<file path="src/rtl/sha256_pad.sv">
// SHA-256 message padder: passes message words through, then appends 0x80, zero fill
// and the 64-bit bit length. Optional sticky error output enabled by SHA256_PAD_CHECK_EN.
`timescale 1ns/1ps
module sha256_pad #(
  parameter int CNT_W = 32
) (
  input  logic        clk,
  input  logic        rst_n,
  input  logic [31:0] in_word,
  input  logic        in_valid,
  output logic        in_ready,
  input  logic        in_last,
  input  logic [2:0]  in_nbytes,
  output logic [31:0] out_word,
  output logic        out_valid,
  input  logic        out_ready,
  output logic [3:0]  out_idx,
  output logic        out_final
`ifdef SHA256_PAD_CHECK_EN
  ,
  output logic        err
`endif
);

  localparam logic [2:0] ST_DATA   = 3'd0;
  localparam logic [2:0] ST_PAD80  = 3'd1;
  localparam logic [2:0] ST_ZERO   = 3'd2;
  localparam logic [2:0] ST_LEN_HI = 3'd3;
  localparam logic [2:0] ST_LEN_LO = 3'd4;
  localparam int LEN_W = CNT_W + 3;

  logic [2:0]       state_q, state_d;
  logic [3:0]       widx_q, widx_d;
  logic [CNT_W-1:0] cnt_q, cnt_d;
  logic [CNT_W-1:0] cnt_inc;
  logic [2:0]       nb_eff;
  logic [2:0]       add_bytes;
  logic [31:0]      last_word;
  logic [LEN_W-1:0] len_bits;
  logic [63:0]      bit_len;
  logic             in_xfer;
  logic             out_xfer;

  // Oversized byte counts behave as a full word.
  assign nb_eff    = (in_nbytes > 3'd4) ? 3'd4 : in_nbytes;
  assign add_bytes = in_last ? nb_eff : 3'd4;

`ifdef SHA256_PAD_CHECK_EN
  logic err_q, err_d;
  logic cnt_carry;
  assign {cnt_carry, cnt_inc} = {1'b0, cnt_q} + (CNT_W+1)'(add_bytes);
  assign err = err_q & rst_n;
`else
  assign cnt_inc = cnt_q + CNT_W'(add_bytes);
`endif

  assign len_bits = {cnt_q, 3'b000};
  generate
    if (LEN_W >= 64) begin : g_len_wide
      assign bit_len = len_bits[63:0];
    end else begin : g_len_narrow
      assign bit_len = {{(64-LEN_W){1'b0}}, len_bits};
    end
  endgenerate

  // Last word: bytes below nb_eff pass, byte nb_eff becomes 0x80, the rest clear.
  generate
    for (genvar gi = 0; gi < 4; gi++) begin : g_mask
      always_comb begin
        if (3'(gi) < nb_eff) begin
          last_word[31-8*gi -: 8] = in_word[31-8*gi -: 8];
        end else if (3'(gi) == nb_eff) begin
          last_word[31-8*gi -: 8] = 8'h80;
        end else begin
          last_word[31-8*gi -: 8] = 8'h00;
        end
      end
    end
  endgenerate

  always_comb begin
    out_word  = 32'h0;
    out_valid = 1'b0;
    in_ready  = 1'b0;
    out_final = 1'b0;
    if (rst_n) begin
      case (state_q)
        ST_DATA: begin
          out_valid = in_valid;
          in_ready  = out_ready;
          out_word  = in_last ? last_word : in_word;
        end
        ST_PAD80: begin
          out_valid = 1'b1;
          out_word  = 32'h8000_0000;
        end
        ST_ZERO: begin
          out_valid = 1'b1;
          out_word  = 32'h0;
        end
        ST_LEN_HI: begin
          out_valid = 1'b1;
          out_word  = bit_len[63:32];
        end
        ST_LEN_LO: begin
          out_valid = 1'b1;
          out_word  = bit_len[31:0];
          out_final = 1'b1;
        end
        default: begin
          out_valid = 1'b0;
        end
      endcase
    end
  end

  assign out_idx  = rst_n ? widx_q : 4'd0;
  assign in_xfer  = in_valid & in_ready;
  assign out_xfer = out_valid & out_ready;

  // ZERO simply runs until word 13 goes out; wrapping through 15->0 covers the two-block case.
  always_comb begin
    state_d = state_q;
    widx_d  = widx_q;
    cnt_d   = cnt_q;
    if (out_xfer) begin
      widx_d = widx_q + 4'd1;
    end
    case (state_q)
      ST_DATA: begin
        if (in_xfer) begin
          cnt_d = cnt_inc;
          if (in_last) begin
            if (nb_eff == 3'd4) begin
              state_d = ST_PAD80;
            end else if (widx_q == 4'd13) begin
              state_d = ST_LEN_HI;
            end else begin
              state_d = ST_ZERO;
            end
          end
        end
      end
      ST_PAD80: begin
        if (out_xfer) begin
          state_d = (widx_q == 4'd13) ? ST_LEN_HI : ST_ZERO;
        end
      end
      ST_ZERO: begin
        if (out_xfer && (widx_q == 4'd13)) begin
          state_d = ST_LEN_HI;
        end
      end
      ST_LEN_HI: begin
        if (out_xfer) begin
          state_d = ST_LEN_LO;
        end
      end
      ST_LEN_LO: begin
        if (out_xfer) begin
          state_d = ST_DATA;
          cnt_d   = '0;
          widx_d  = 4'd0;
        end
      end
      default: begin
        state_d = ST_DATA;
        cnt_d   = '0;
        widx_d  = 4'd0;
      end
    endcase
  end

`ifdef SHA256_PAD_CHECK_EN
  always_comb begin
    err_d = err_q;
    if (in_xfer && ((in_last && (in_nbytes > 3'd4)) || cnt_carry)) begin
      err_d = 1'b1;
    end
  end

  always_ff @(posedge clk) begin
    if (!rst_n) begin
      err_q <= 1'b0;
    end else begin
      err_q <= err_d;
    end
  end
`endif

  always_ff @(posedge clk) begin
    if (!rst_n) begin
      state_q <= ST_DATA;
      widx_q  <= 4'd0;
      cnt_q   <= '0;
    end else begin
      state_q <= state_d;
      widx_q  <= widx_d;
      cnt_q   <= cnt_d;
    end
  end

endmodule

</file>
<file path="config.mk">
export PLATFORM = sky130hd
export DESIGN_NAME = sha256_pad
export DESIGN_NICKNAME = d
export VERILOG_FILES = /design/src/rtl/sha256_pad.sv
export SDC_FILE = /design/constraint.sdc
export NUM_CORES = 1
export LEC_CHECK = 0
export BUFFER_PORTS_ARGS = -buffer_cell sky130_fd_sc_hd__buf_2
export CAP_MARGIN = 5
export CORE_UTILIZATION = 45
export DETAILED_ROUTE_END_ITERATION = 16
export GPL_TIMING_DRIVEN = 0
export PLACE_DENSITY = 0.82
export SKIP_LAST_GASP = 1
export SLEW_MARGIN = 10
export SYNTH_ARGS = -nofsm -noshare
export SYNTH_HDL_FRONTEND = slang
export SYNTH_SLANG_ARGS = --single-unit
</file>
<file path="constraint.sdc">
create_clock -name clk -period 4 [get_ports clk]
set_clock_uncertainty 0.15 [all_clocks]
set_input_delay 0.2 -clock clk [delete_from_list [all_inputs] [get_ports clk]]
set_output_delay 0.2 -clock clk [all_outputs]
set_load 0.05 [all_outputs]
</file>
======== Word-level counts from Yosys, hierarchy flattened ========
Cells that the tools add are included.
word-level totals
  bits of input ports ..................... 40
  flip-flop bits (word level) ............. 39
  output and inout port bits .............. 39
operators by class
  multiplexer cells ....................... 35
  bitwise gates (word level) .............. 3
  add/sub/neg operators ................... 2
  eq/ne operators ......................... 15
  reduce and logical (&&, ||, !) cells .... 8
  $lt $le $gt $ge ......................... 5
operators by type and width
  operator                                                              number
  32-bit 2-to-1 mux                                                     4
  32-bit one-hot mux with 4 select lines                                1
  32-bit one-hot mux with 3 select lines                                1
  8-bit 2-to-1 mux                                                      8
  32-bit by 3-bit adder with 32-bit output                              1
  3-bit 2-to-1 mux                                                      8
  3-bit one-hot mux with 5 select lines                                 1
  4-bit 2-to-1 mux                                                      3
  2-bit inequality test (second input constant)                         6
  4-bit one-hot mux with 2 select lines                                 1
  4-bit OR reduction                                                    2
  2-bit by 3-bit == test with 1-bit output (first input constant)       2
  3-bit by 2-bit == test with 1-bit output (second input constant)      2
  3-bit == test (second input constant)                                 2
  3-bit zero test                                                       2
  1-bit by 3-bit < comparator with 1-bit output (first input constant)  2
  2-bit by 3-bit < comparator with 1-bit output (first input constant)  2
  1-bit 2-to-1 mux                                                      6
  6-bit AND reduction                                                   1
  4-bit by 1-bit adder with 4-bit output (second input constant)        1
  4-bit == test (second input constant)                                 1
  1-bit by 3-bit == test with 1-bit output (first input constant)       1
  3-bit by 1-bit == test with 1-bit output (second input constant)      1
  3-bit > comparator (second input constant)                            1
  other kinds (7)                                                       8

======== Logic depth before layout (Yosys ltp) ========
  word-level depth ........................ 8
  depth in mapped cells ................... 11
  depth with buffers taken out ............ 10

======== Worst setup path after synthesis ========
No wires, ideal clock.
  kind .................................... input -> register
  start point ............................. in in_last
  end point ............................... reg cnt_q[30]
  library setup time ...................... 0.070 ns
  required time ........................... 3.780 ns
  arrival ................................. 2.472 ns
  cell stages on the path ................. 10
  setup slack ............................. 1.307 ns
  cells stage by stage .................... nor2b_1 -> and2_1 -> ha_1 -> inv_1 -> fa_1 -> nor2b_1 -> o21ai_0 -> or4_1 -> or3_1 -> a21oi_1
between the ends
  longest elaborated chain between the ends .. 4
ends and longest elaborated chain
  element                                   line  RTL
  start: declaration                        12    input logic in_last,
  3-bit 2-to-1 mux                          46    assign add_bytes = in_last ? nb_eff : 3'd4;
  32-bit by 3-bit adder with 32-bit output  54    assign cnt_inc = cnt_q + CNT_W'(add_bytes);
  32-bit 2-to-1 mux                         131   if (in_xfer) begin
  32-bit one-hot mux with 3 select lines    129   case (state_q)
  end signal: assignment                    199   cnt_q <= cnt_d;
  end: declaration                          34    logic [CNT_W-1:0] cnt_q, cnt_d;
No other way between the ends. The select of a mux whose other input is x is not followed.
A chain may end at the register's enable or synchronous reset.

======== Worst setup path in the final report ========
  start point ............................. reg state_q[0]
  end point ............................... out out_word[22]
between the ends
  longest elaborated chain between the ends .. 3
  elaborated cells on any way between the ends .. 6
  classes of those cells .................. eq/ne: 3; mux: 2; reduce/logical: 1
ends and longest elaborated chain
  element                                      line  RTL
  start: declaration                           32    logic [2:0] state_q, state_d;
  start signal: assignment                     197   state_q <= state_d;
  3-bit == test, or another cell as far along  87    case (state_q)
  32-bit one-hot mux with 4 select lines *     87
  32-bit 2-to-1 mux *                          86    if (rst_n) begin
  end: declaration                             14    output logic [31:0] out_word,
Mark *: on every way between the ends. The rest lies on a longest branch, timed or not.

==> run summary <==
Sink Count: 39
Core area: 5540 µm²
CP Max Fanout: 10
Critical path arrival: 2.70 ns
Cts repair resizes: 0
Syn. warnings: 0
Bufs on Longest Clock Path: 2
Hold Crit Depth: 3
Post-DP HPWL: 5.23 mm
Area Overhead vs Synth: 21.7%
Max-Cap Viols: 0
Syn Inst Count: 351
Worst min-delay path class: primary input to flip-flop
FF+latch area: 781 µm²
Worst slew pin tran: 0.701 ns
Met2 Track Usage GR: 0.388
Number of buffers added on ports: 78
Effective utilization at floorplan: 0.469
Vias/cell: 5.51
CP required: 3.65 ns
Nets@finish: 483
Fin Hold WS: 0.172 ns
Pwr Total: 881 µW
Setup TNS: 0 ns
Pwr Density: 278 nW/µm²
Pin count of the biggest net entering global routing: 13
Worst VDD drop: 0.137 mV
Status: completed
Worst-skew pair later-pin latency: 0.30 ns
Global Route Usage Sum: 0.234
Final period util: 0.761
Vias in the first global route: 2406
Ports: 79
Predominant post-synthesis flop cell: dfxtp_1
CTS tree: done
Commonest non-fill, non-tap cell in the layout: buf_2
Mapped Area: 2600 µm²
Leak pwr: 0.00133 µW
Die width: 78.0 µm
Die area: 6080 µm²
Setup ws final: 0.954 ns
DRC violations left: 0
Global routing usage on met3: 0.0459
Gr ovfl total: 0
H-tree depth: 2
Most frequent cells in the layout: buf_2 (80), nor2_1 (63), dfxtp_1 (39), a22oi_1 (29), nand2_1 (23)
Cell taking the most area after synthesis: dfxtp_1
Post-synth top area share: 0.300
Relative slew slack: 0.531
1st-iter DRT viols: 196
Fillers: 549
Sequential fraction of the synthesis area: 0.300
Slew Viols, Final: 0
Net Count, Synth: 398
Setup crit end kind: output pin
Average wire per standard cell: 13.8 µm
# diodes: 0
Final wirelength: 7.02 mm
Seq cells post-synth: 39
Routability cong.: 0.901
RSZ-0062 raised after global routing: no
EDFF count, synth: 0
Crit path time final: 3.05 ns
Hold-fix buffers at CTS: 0
First-pass GRT wire length: 11.3 mm
Reg2Reg Setup Slack: 1.14 ns
Hold Vio Cnt, Final: 0
Area of the multi-input gates: 1670 µm²
Vias: 2806
# setup viols final: 0
Utilization after layout: 0.571
Post-CTS Setup Repair Bufs: 0
Ys async rst share: 0
GRT Max-Usage Layer: met2
Syn avg cell area: 7.40 µm²
Post-Place Worst Slack: 0.658 ns
Drt first pass iters: 4
Worst setup SP type: flip-flop
Fmax: 0.328 GHz
Unique cell type count in the Yosys netlist: 44
CTS Buf Count: 5
DIE HEIGHT: 78.0 µm
Critical setup path kind: flip-flop to output pin
FP Rows: 27
Synth top area cells: dfxtp_1 (30%), nor2_1 (9.1%), a22oi_1 (8.4%)
Initial antenna violation count: 0
Final antenna-violating net count: 0
Share of cells above drive strength 1: 0.222
Routing usage on met1: 0.310
FF-to-FF path depth: 8
Clk pin slew, worst setup/hold paths: 0.08 ns
Root Buffer: clkbuf_8
[layer usage]
layer | wire (µm) | part of all wire
met4 | 99 | 0.014
met5 | 0 | 0
met2 | 3260 | 0.46
met1 | 3240 | 0.46
met3 | 413 | 0.059
[cells in the mapped netlist, types with 2 or more instances]
master and n:
nor3b_1 3, xnor2_1 20, buf_2 2, nor2_1 63
and3_1 2, and2_1 8, or3_1 8, a211o_1 2
buf_1 2, o21a_1 2, xor2_1 3, clkbuf_1 17
nor3_1 16, nand3_1 11, a21oi_1 14, buf_4 2
a211oi_1 2, mux2i_1 2, nand2_1 23, inv_1 14
nor2b_1 9, o31ai_1 2, nand4_1 3, a22oi_1 29
dfxtp_1 39, or4_1 4, ha_1 6, nor4_1 9
and4_1 4, o21ai_0 13, o22ai_1 4
[critical path, cell delays in order (launching register included)]
cell	delay (ns)
dfxtp_1	0.34
clkbuf_1	0.20
nor2_1	0.33
and2_1	0.18
clkbuf_1	0.36
buf_1	0.43
a22oi_1	0.17
nor2_1	0.12
buf_2	0.27
[final timing paths]
path | startpoint | end
setup reg to reg | cnt_q[0]$_SDFFE_PN0P_ | cnt_q[30]$_SDFFE_PN0P_
hold / removal | out_ready | state_q[2]$_SDFFE_PN0P_
setup / recovery | state_q[0]$_SDFFE_PN0P_ | out_word[22]
hold reg to reg | cnt_q[31]$_SDFFE_PN0P_ | cnt_q[31]$_SDFFE_PN0P_
[area by class of cell]
type                       count  area share
clock inverter                 3     0.00475
buffer                        23      0.0305
timing repair buffer          78       0.123
inverter                      14      0.0166
multi-input combinational    275       0.528
sequential                    39       0.247
tap                           72      0.0285
clock buffer                   5      0.0218
[stage by stage]
stage / cell area (µm²) / cells
3_5_place_dp: 3080 / 501
6_report: 3160 / 509
4_1_cts: 3160 / 509
5_1_grt: 3160 / 509
3_3_place_gp: 3080 / 501
2_1_floorplan: 2600 / 351
[sequential cells by signal, indices dropped and copies added, names as in the netlist]
name / flops
state_q: 3
widx_q: 4
cnt_q: 32
[power by group]
part	leakage [µW]	switching, µW	internal, µW
registers	0.000314	4.89	392
clock network	0.0000477	148	120
logic	0.000963	154	61.9
total	0.00133	307	574
[cell families after synthesis]
logic type	synth area share
flip-flops	0.300
XOR/XNOR	0.0775
multiplexers	0.0120
adder cells (fa/ha/maj)	0.0366
buffers and inverters	0.0573
AND/OR/NAND/NOR	0.325
AO/OA/AOI/OAI	0.191
(Power assumes the default switching activity.)
